## config.mk

```make
export PLATFORM = sky130hd
export DESIGN_NAME = decbcd_keyenc
export DESIGN_NICKNAME = d
export VERILOG_FILES = /design/src/rtl/decbcd_pkg.sv /design/src/rtl/key_sync.sv /design/src/rtl/decbcd_keyenc.sv
export SDC_FILE = /design/constraint.sdc
export NUM_CORES = 1
export LEC_CHECK = 0
export BUFFER_PORTS_ARGS = -buffer_cell sky130_fd_sc_hd__buf_2
export CORE_MARGIN = 8
export CORE_UTILIZATION = 58
export DETAILED_ROUTE_END_ITERATION = 16
export PLACE_DENSITY = 0.89
export SLEW_MARGIN = 20
export SYNTH_ARGS = -nofsm -noshare
export SYNTH_HDL_FRONTEND = slang
export SYNTH_SLANG_ARGS = --single-unit
```

## constraint.sdc

```tcl
create_clock -name clk -period 5 [get_ports clk]
set_input_delay 0.5 -clock clk [delete_from_list [all_inputs] [get_ports clk]]
set_output_delay 0.5 -clock clk [all_outputs]
set_load 0.02 [all_outputs]
```

## src/rtl/decbcd_pkg.sv

```systemverilog
// Shared definitions for the decimal-to-BCD key encoder and the BCD decoder bench:
// FSM state encodings, key-vector classes and the BCD code constants for digits 0..9.
package decbcd_pkg;

  localparam int NUM_KEYS = 10;

  // Encoder FSM states (kept as plain constants so legacy tools can read them)
  localparam logic [1:0] ST_IDLE     = 2'd0;
  localparam logic [1:0] ST_DEBOUNCE = 2'd1;
  localparam logic [1:0] ST_HOLD     = 2'd2;
  localparam logic [1:0] ST_RELEASE  = 2'd3;

  // Classification of the synchronized key vector
  typedef enum logic [1:0] {
    CLS_NONE  = 2'd0,
    CLS_ONE   = 2'd1,
    CLS_MULTI = 2'd2
  } key_class_e;

  // BCD codes for decimal digits
  localparam logic [3:0] BCD_0 = 4'b0000;
  localparam logic [3:0] BCD_1 = 4'b0001;
  localparam logic [3:0] BCD_2 = 4'b0010;
  localparam logic [3:0] BCD_3 = 4'b0011;
  localparam logic [3:0] BCD_4 = 4'b0100;
  localparam logic [3:0] BCD_5 = 4'b0101;
  localparam logic [3:0] BCD_6 = 4'b0110;
  localparam logic [3:0] BCD_7 = 4'b0111;
  localparam logic [3:0] BCD_8 = 4'b1000;
  localparam logic [3:0] BCD_9 = 4'b1001;

endpackage

```

## src/rtl/key_sync.sv

```systemverilog
// Two-flop synchronizer for one asynchronous key line.
module key_sync (
  input  logic clk,
  input  logic rst_n,
  input  logic d_i,
  output logic q_o
);

  logic meta_q;
  logic sync_q;

  // First flop may go metastable; second flop gives the settled sample
  always_ff @(posedge clk or negedge rst_n) begin
    if (!rst_n) begin
      meta_q <= 1'b0;
      sync_q <= 1'b0;
    end else begin
      meta_q <= d_i;
      sync_q <= meta_q;
    end
  end

  assign q_o = sync_q;

endmodule

```

## src/rtl/decbcd_keyenc.sv

```systemverilog
// Decimal-to-BCD key encoder: synchronizes ten key lines, debounces press and
// release, rejects multi-key presses and emits the BCD code with a one-cycle valid.
module decbcd_keyenc
  import decbcd_pkg::*;
#(
  parameter int DEBOUNCE_CYCLES = 4,
  parameter int CNT_W           = 8
) (
  input  logic clk,
  input  logic rst_n,
  input  logic d0,
  input  logic d1,
  input  logic d2,
  input  logic d3,
  input  logic d4,
  input  logic d5,
  input  logic d6,
  input  logic d7,
  input  logic d8,
  input  logic d9,
  output logic a0,
  output logic a1,
  output logic a2,
  output logic a3,
  output logic valid,
  output logic err,
  output logic busy
);

  // Counter value at which the final required stable sample is being seen
  localparam logic [CNT_W-1:0] CNT_LAST = CNT_W'(DEBOUNCE_CYCLES - 1);
  localparam logic [CNT_W-1:0] CNT_ONE  = CNT_W'(1);

  logic [NUM_KEYS-1:0] d_raw;
  logic [NUM_KEYS-1:0] ks;
  logic [3:0]          ks_cnt;
  logic [3:0]          ks_code;
  key_class_e          ks_cls;

  logic [1:0]       state_q, state_d;
  logic [3:0]       cand_q, cand_d;
  logic [CNT_W-1:0] cnt_q, cnt_d;
  logic [3:0]       code_q, code_d;
  logic             valid_q, valid_d;
  logic             err_q, err_d;
  logic             busy_q;

  assign d_raw = {d9, d8, d7, d6, d5, d4, d3, d2, d1, d0};

  for (genvar i = 0; i < NUM_KEYS; i++) begin : g_sync
    key_sync u_sync (
      .clk   (clk),
      .rst_n (rst_n),
      .d_i   (d_raw[i]),
      .q_o   (ks[i])
    );
  end

  // Count asserted lines and encode the (only meaningful when single) asserted index
  always_comb begin
    ks_cnt  = 4'd0;
    ks_code = 4'd0;
    for (int i = 0; i < NUM_KEYS; i++) begin
      ks_cnt = ks_cnt + {3'b000, ks[i]};
      if (ks[i]) ks_code = 4'(i);
    end
  end

  // Reduce the count to none / exactly one / several keys
  always_comb begin
    ks_cls = CLS_NONE;
    if (ks_cnt == 4'd1) begin
      ks_cls = CLS_ONE;
    end else if (ks_cnt != 4'd0) begin
      ks_cls = CLS_MULTI;
    end
  end

  // Next-state logic: debounce the press, hold while pressed, debounce the release
  always_comb begin
    state_d = state_q;
    cand_d  = cand_q;
    cnt_d   = cnt_q;
    code_d  = code_q;
    valid_d = 1'b0;
    err_d   = err_q;
    case (state_q)
      ST_IDLE: begin
        case (ks_cls)
          CLS_NONE: err_d = 1'b0;
          CLS_ONE: begin
            cand_d  = ks_code;
            cnt_d   = CNT_ONE;
            state_d = ST_DEBOUNCE;
          end
          default: err_d = 1'b1;
        endcase
      end
      ST_DEBOUNCE: begin
        if (ks_cls == CLS_ONE && ks_code == cand_q) begin
          if (cnt_q == CNT_LAST) begin
            code_d  = cand_q;
            valid_d = 1'b1;
            cnt_d   = '0;
            state_d = ST_HOLD;
          end else begin
            cnt_d = cnt_q + CNT_ONE;
          end
        end else begin
          state_d = ST_IDLE;
          if (ks_cls == CLS_MULTI) err_d = 1'b1;
        end
      end
      ST_HOLD: begin
        if (ks_cls == CLS_NONE) begin
          cnt_d   = CNT_ONE;
          state_d = ST_RELEASE;
        end else if (ks_cls == CLS_MULTI) begin
          err_d = 1'b1;
        end
      end
      ST_RELEASE: begin
        if (ks_cls == CLS_NONE) begin
          if (cnt_q == CNT_LAST) begin
            state_d = ST_IDLE;
            err_d   = 1'b0;
          end else begin
            cnt_d = cnt_q + CNT_ONE;
          end
        end else begin
          // Bounce during release: back to holding, never re-encoded
          state_d = ST_HOLD;
        end
      end
      default: state_d = ST_IDLE;
    endcase
  end

  // State and registered outputs; reset aborts any press in progress
  always_ff @(posedge clk or negedge rst_n) begin
    if (!rst_n) begin
      state_q <= ST_IDLE;
      cand_q  <= 4'd0;
      cnt_q   <= '0;
      code_q  <= 4'd0;
      valid_q <= 1'b0;
      err_q   <= 1'b0;
      busy_q  <= 1'b0;
    end else begin
      state_q <= state_d;
      cand_q  <= cand_d;
      cnt_q   <= cnt_d;
      code_q  <= code_d;
      valid_q <= valid_d;
      err_q   <= err_d;
      busy_q  <= (state_d != ST_IDLE);
    end
  end

  assign a0    = code_q[0];
  assign a1    = code_q[1];
  assign a2    = code_q[2];
  assign a3    = code_q[3];
  assign valid = valid_q;
  assign err   = err_q;
  assign busy  = busy_q;

endmodule

```

---- After elaboration in Yosys (flattened, before gate mapping) ----
Cells that the tools add are included.
W data, S select, Z words.
storage, ports and cells
  register bits after elaboration ......... 41
  bits of input ports ..................... 12
  output and inout bits ................... 7
  logic and storage cells ................. 98
cells by class
  add/subtract/negate cells ............... 10
  equal/unequal tests ..................... 17
  mux-type cells .......................... 35
  reduce and logical (&&, ||, !) cells .... 9
operators with widths
  cell                   count
  $mux W8                6
  $pmux W8 S4            1
  $mux W4                7
  $add A4 B1 Y4          6
  $mux W2                9
  $ne A2 B2 Y1 const B   9
  $reduce_and A5 Y1      2
  $mux W1                9
  $add A8 B1 Y8 const B  1
  $eq A8 B2 Y1 const B   1
  $pmux W2 S4            1
  $eq A2 B2 Y1 const B   3
  $add A3 B1 Y4          1
  $eq A2 B1 Y1 const B   2
  $eq A4 B1 Y1 const B   1
  $eq A4 B4 Y1           1
  $logic_not A2 Y1       2
  $pmux W1 S4            1
  $reduce_bool A4 Y1     1
  $add A2 B1 Y3          1
  $reduce_and A3 Y1      1
  $add A1 B1 Y2          1
  $pmux W1 S2            1
  $reduce_and A2 Y1      1
  2 further kinds        2

---- Depth between registers and ports, before layout ----
  word-level depth ........................ 17
  gate-level depth with buffers ........... 16
  gate-level depth less buffers ........... 15

---- Hierarchy ----
A second synthesis with hierarchy kept.
second synthesis, totals
  cell total of the unflattened synthesis .. 205
  area total of the unflattened synthesis .. 2,209.6 µm²
by module, submodules not included
  module         times used  cells an instance  area each (µm²)  seq. area each (µm²)
  decbcd_keyenc  1           185                1,709.1          525.5
  key_sync       10          2                  50.0             50.0

---- Worst setup path after synthesis ----
Ideal clock, no wire load.
  kind .................................... flip-flop to flip-flop
  start ................................... register g_sync[5].u_sync.sync_q
  end ..................................... register code_q[0]
  setup time .............................. 0.127 ns
  arrival ................................. 4.222 ns
  required time ........................... 4.873 ns
  path slack .............................. 0.651 ns
  stages on the path, launching flop included .. 17
  buffers on the path ..................... 1
  period minus slack after synthesis ...... 4.349 ns
  cell sequence ........................... dfrtp_1 > fa_1 > fa_1 > inv_1 > fa_1 > inv_1 > ha_1 > inv_1 > fa_1 > a2111oi_4 > o21ai_0 > nor2_1 > and3_1 > and3_4 > and2_1 > buf_6 > mux2_1
between the ends
  word-level cells in the longest chain between the ends .. 11
  elaborated cells on any way between the ends .. 18
  those cells by class .................... add/sub (5); eq/ne (3); mux (7); reduce/logical (3)
ends and longest elaborated chain
  what                             line                  source
  start, declared                  key_sync.sv:10        logic sync_q;
  start signal, assigned           key_sync.sv:19        sync_q <= meta_q;
  $add A4 B1 Y4 (5 in a row)       decbcd_keyenc.sv:64   ks_cnt = ks_cnt + {3'b000, ks[i]};
  $reduce_bool A4 Y1               decbcd_keyenc.sv:74   end else if (ks_cnt != 4'd0) begin
  $mux W2                          decbcd_keyenc.sv:74
  $mux W2                          decbcd_keyenc.sv:72   if (ks_cnt == 4'd1) begin
  $eq A2 B1 Y1                     decbcd_keyenc.sv:100  if (ks_cls == CLS_ONE && ks_code == cand_q) begin
  $logic_and A1 B1 Y1 (*)          decbcd_keyenc.sv:100
  $reduce_and A3 Y1 (no line) (*)  n/a
  end signal, assigned             decbcd_keyenc.sv:153  code_q <= code_d;
  end, declared                    decbcd_keyenc.sv:43   logic [3:0] code_q, code_d;
Mark *: on every way between the ends. The rest lies on a longest branch, timed or not.
A chain may end at the register's enable or synchronous reset.

---- Final worst setup path ----
Same ends and word-level chain as after synthesis.

==> impl_metrics.json <==
{
  "syn_to_final_growth_pct": 11.2,
  "cts_buffers": 5,
  "cellPowerDensity_nw_per_um2": 485,
  "async_reset_ff_share_pct": 100,
  "hold_viol": 0,
  "synthesis.nets": 215,
  "firstDrtPassIters": 4,
  "setup_ws_ns": 0.380,
  "place.port_buffers": 18,
  "hold_buffers": 0,
  "core_um2": 3390,
  "syn_inst": 189,
  "syn_area_um2": 2070,
  "setup_violations": 0,
  "drt_wl_total_um": 3790,
  "grt_pass1_wl_um": 6770,
  "cts.sinks": 41,
  "synth_top_area_share_pct": 49.7,
  "ys_dominant_reg_cell": "dfrtp_1",
  "antenna_found_initial": 0,
  "grt_start_max_net_pins": 42,
  "layout_min_cycle_time_ns": 4.62,
  "hp-class": "in2async",
  "cts_htree_levels": 2,
  "finalNetCount": 236,
  "gr-usage-all-layers_pct": 15.9,
  "max_freq_ghz": 0.216,
  "rr_startpoint": "g_sync[5].u_sync.q_o",
  "worstSetupPathType": "reg2reg",
  "setup.worst_path.start_class": "flop",
  "fin_crit_sh_pct": 92.4,
  "hpwl_um": 2770,
  "overflow": 0,
  "maxSlewHeadroom_pct": 42.7,
  "synth.largest_area_cell": "dfrtp_1",
  "skew_ns": 0.0146,
  "clockBufferDepth": 2,
  "grt_pass1_vias": 1474,
  "maxSlewViolCount": 0,
  "yosysWarnings": 0,
  "post-place-ws_ns": 0.278,
  "gp_congestion": 0.899,
  "worstPathArrival_ns": 4.85,
  "reg2reg_setup_slack_ns": 0.38,
  "instances_no_fill": 257,
  "cts_root_buf": "clkbuf_4",
  "cts_tree": "done",
  "diodes": 0,
  "cp.required_ns": 5.23,
  "rsz0062_at_grt": "false",
  "final.setup.tns_ns": 0,
  "die_x_um": 75.7,
  "drt-initial-drc-count": 111,
  "end_kind": "flop",
  "clkLatencyLatePin_ns": 0.36,
  "r2r_cells": 15,
  "start_util_pct": 60.9,
  "cp_max_fo": 6,
  "yosysSeqAreaShare_pct": 49.7,
  "ys_ff_latch": 41,
  "r2r_end": "code_q[0]",
  "status": "finished, final reports clean",
  "maxCapViolCount": 0,
  "io_pins": 19,
  "netlist_top_cells_area": "dfrtp_1, fa_1, ha_1",
  "drive_above_1_share_pct": 18.5,
  "ant_nets": 0,
  "nFillCells": 239,
  "endpoint": "code_q[0]",
  "post-place-cells": 249,
  "startpoint": "g_sync[5].u_sync.q_o",
  "tightest_slew_ns": 0.860,
  "via_per_inst": 5.66,
  "vias": 1455,
  "p_leak_nw": 1.09,
  "die_height_um": 75.7,
  "wl_per_cell_um": 14.7,
  "rows": 21,
  "clkTransAtPathRegs_ns": 0.12,
  "post-route-util_pct": 67.8,
  "drc": 0,
  "ys_types": 48,
  "ir_drop_mv": 0.293,
  "synth_edf_count": 0,
  "postSynthAreaPerCell_um2": 10.9,
  "fp.dieArea_um2": 5730
}
==> timing repair <==
item                       CTS  global route
buffers inserted             0             0
resized for setup            0             2
setup endpoints to repair    0             4
==> cell usage in the layout, fill, tap and decap left out, types with 2 or more instances in the layout <==
| master | count |
|---|---|
| ha_1 | 8 |
| bufinv_16 | 2 |
| buf_2 | 18 |
| nor2b_1 | 2 |
| clkbuf_4 | 5 |
| nand2_1 | 8 |
| a21o_1 | 2 |
| and2_1 | 2 |
| a31oi_1 | 2 |
| dfrtp_1 | 41 |
| o21ai_0 | 10 |
| nand2b_1 | 5 |
| mux2_1 | 4 |
| o31ai_2 | 3 |
| nor4b_1 | 2 |
| fa_1 | 6 |
| nor2_1 | 14 |
| and3_1 | 4 |
| nand3_1 | 4 |
| or2_1 | 2 |
| mux2_2 | 2 |
| or3_1 | 2 |
| inv_1 | 17 |
| nor3_1 | 2 |
| o21ai_1 | 12 |
| o31a_1 | 2 |
| a21oi_1 | 6 |
==> registers in the layout (all words and copies together), names as in the netlist <==
name,count
g_sync.u_sync.meta_q,10
g_sync.u_sync.q_o,10
cnt_q,8
cand_q,4
code_q,4
state_q,2
busy,1
err,1
valid,1
==> how the worst min path moves through the flow <==
stage / start / to / cells after the start
6_report: rst_n / g_sync[5].u_sync.q_o / 1
5_1_grt: d2 / g_sync[2].u_sync.meta_q / 1
4_1_cts: d9 / g_sync[9].u_sync.meta_q / 1
3_5_place_dp: g_sync[2].u_sync.meta_q / g_sync[2].u_sync.q_o / 0
3_3_place_gp: g_sync[0].u_sync.meta_q / g_sync[0].u_sync.q_o / 0
2_1_floorplan: rst_n / busy / 0
==> routing by layer <==
metal	part of all wire [%]	wire length (µm)	GRT usage (%)
met1	45	1720	20.2
met2	48	1810	23.9
met3	4.5	170	4.34
met4	2.4	89	8.74
met5	0	0	0
==> where the power goes <==
group / switching, W / total [W] / internal [W]
combinational: 0.000252 / 0.000428 / 0.000176
clock: 0.000108 / 0.000262 / 0.000155
sequential: 0.0000435 / 0.000423 / 0.000379
total: 0.000403 / 0.00111 / 0.000710
==> final cells by class <==
class / count / area (µm²) / share of cell area [%]
flip-flops and latches: 41 / 1030 / 44.7
multi-input cells: 126 / 950 / 41.3
repair buffers: 19 / 97.6 / 4.25
clock inverters: 3 / 65.1 / 2.83
inverters: 17 / 63.8 / 2.78
well taps: 46 / 57.6 / 2.51
clock buffers: 5 / 37.5 / 1.63
==> critical path, stage by stage (launching register included) <==
cell and delay, ns:
dfrtp_1 0.46, fa_1 0.51, fa_1 0.50, inv_1 0.05
fa_1 0.42, inv_1 0.06, ha_1 0.20, inv_1 0.07
fa_1 0.43, a2111oi_4 0.37, o21ai_1 0.22, nor2_2 0.19
and3_1 0.18, and3_4 0.21, and2_1 0.27, mux2_1 0.36
==> cells by family (layout without fill, tap and decap cells) <==
family,count (synthesis),in the layout,share of synthesized area (%)
XOR/XNOR,2,2,0.848
buffers and inverters,22,44,4.48
AND/OR/NAND/NOR,54,54,13.9
AO/OA/AOI/OAI,49,49,16.7
multiplexers,7,7,3.76
adder cells (fa/ha/maj),14,14,10.7
flip-flops,41,41,49.7
==> through the flow <==
step           hold WS (ns)  power [W]  instance area, µm²
2_1_floorplan         0.204   0.000746                2070
3_3_place_gp          0.332   0.000836                2190
3_5_place_dp          0.335   0.000849                2190
4_1_cts               0.228    0.00111                2290
5_1_grt               0.210    0.00120                2300
6_report              0.238    0.00111                2300
==> cells in the mapped netlist, types with 2 or more instances <==
cell type  instances
dfrtp_1           41
nor2b_1            2
mux2_1             4
o31ai_2            3
or3_1              2
buf_2              2
nand2b_1           5
and3_1             4
a21o_1             2
clkbuf_1           2
nor2_1            15
fa_1               6
nor4b_1            2
a21oi_1            6
inv_1             17
a31oi_1            2
ha_1               8
nand3_1            4
mux2_2             2
and2_1             2
o31a_1             2
o21ai_1           11
nor3_1             2
or2_1              2
nand2_1            8
o21ai_0           11
Power figures use the tool's default switching activity.
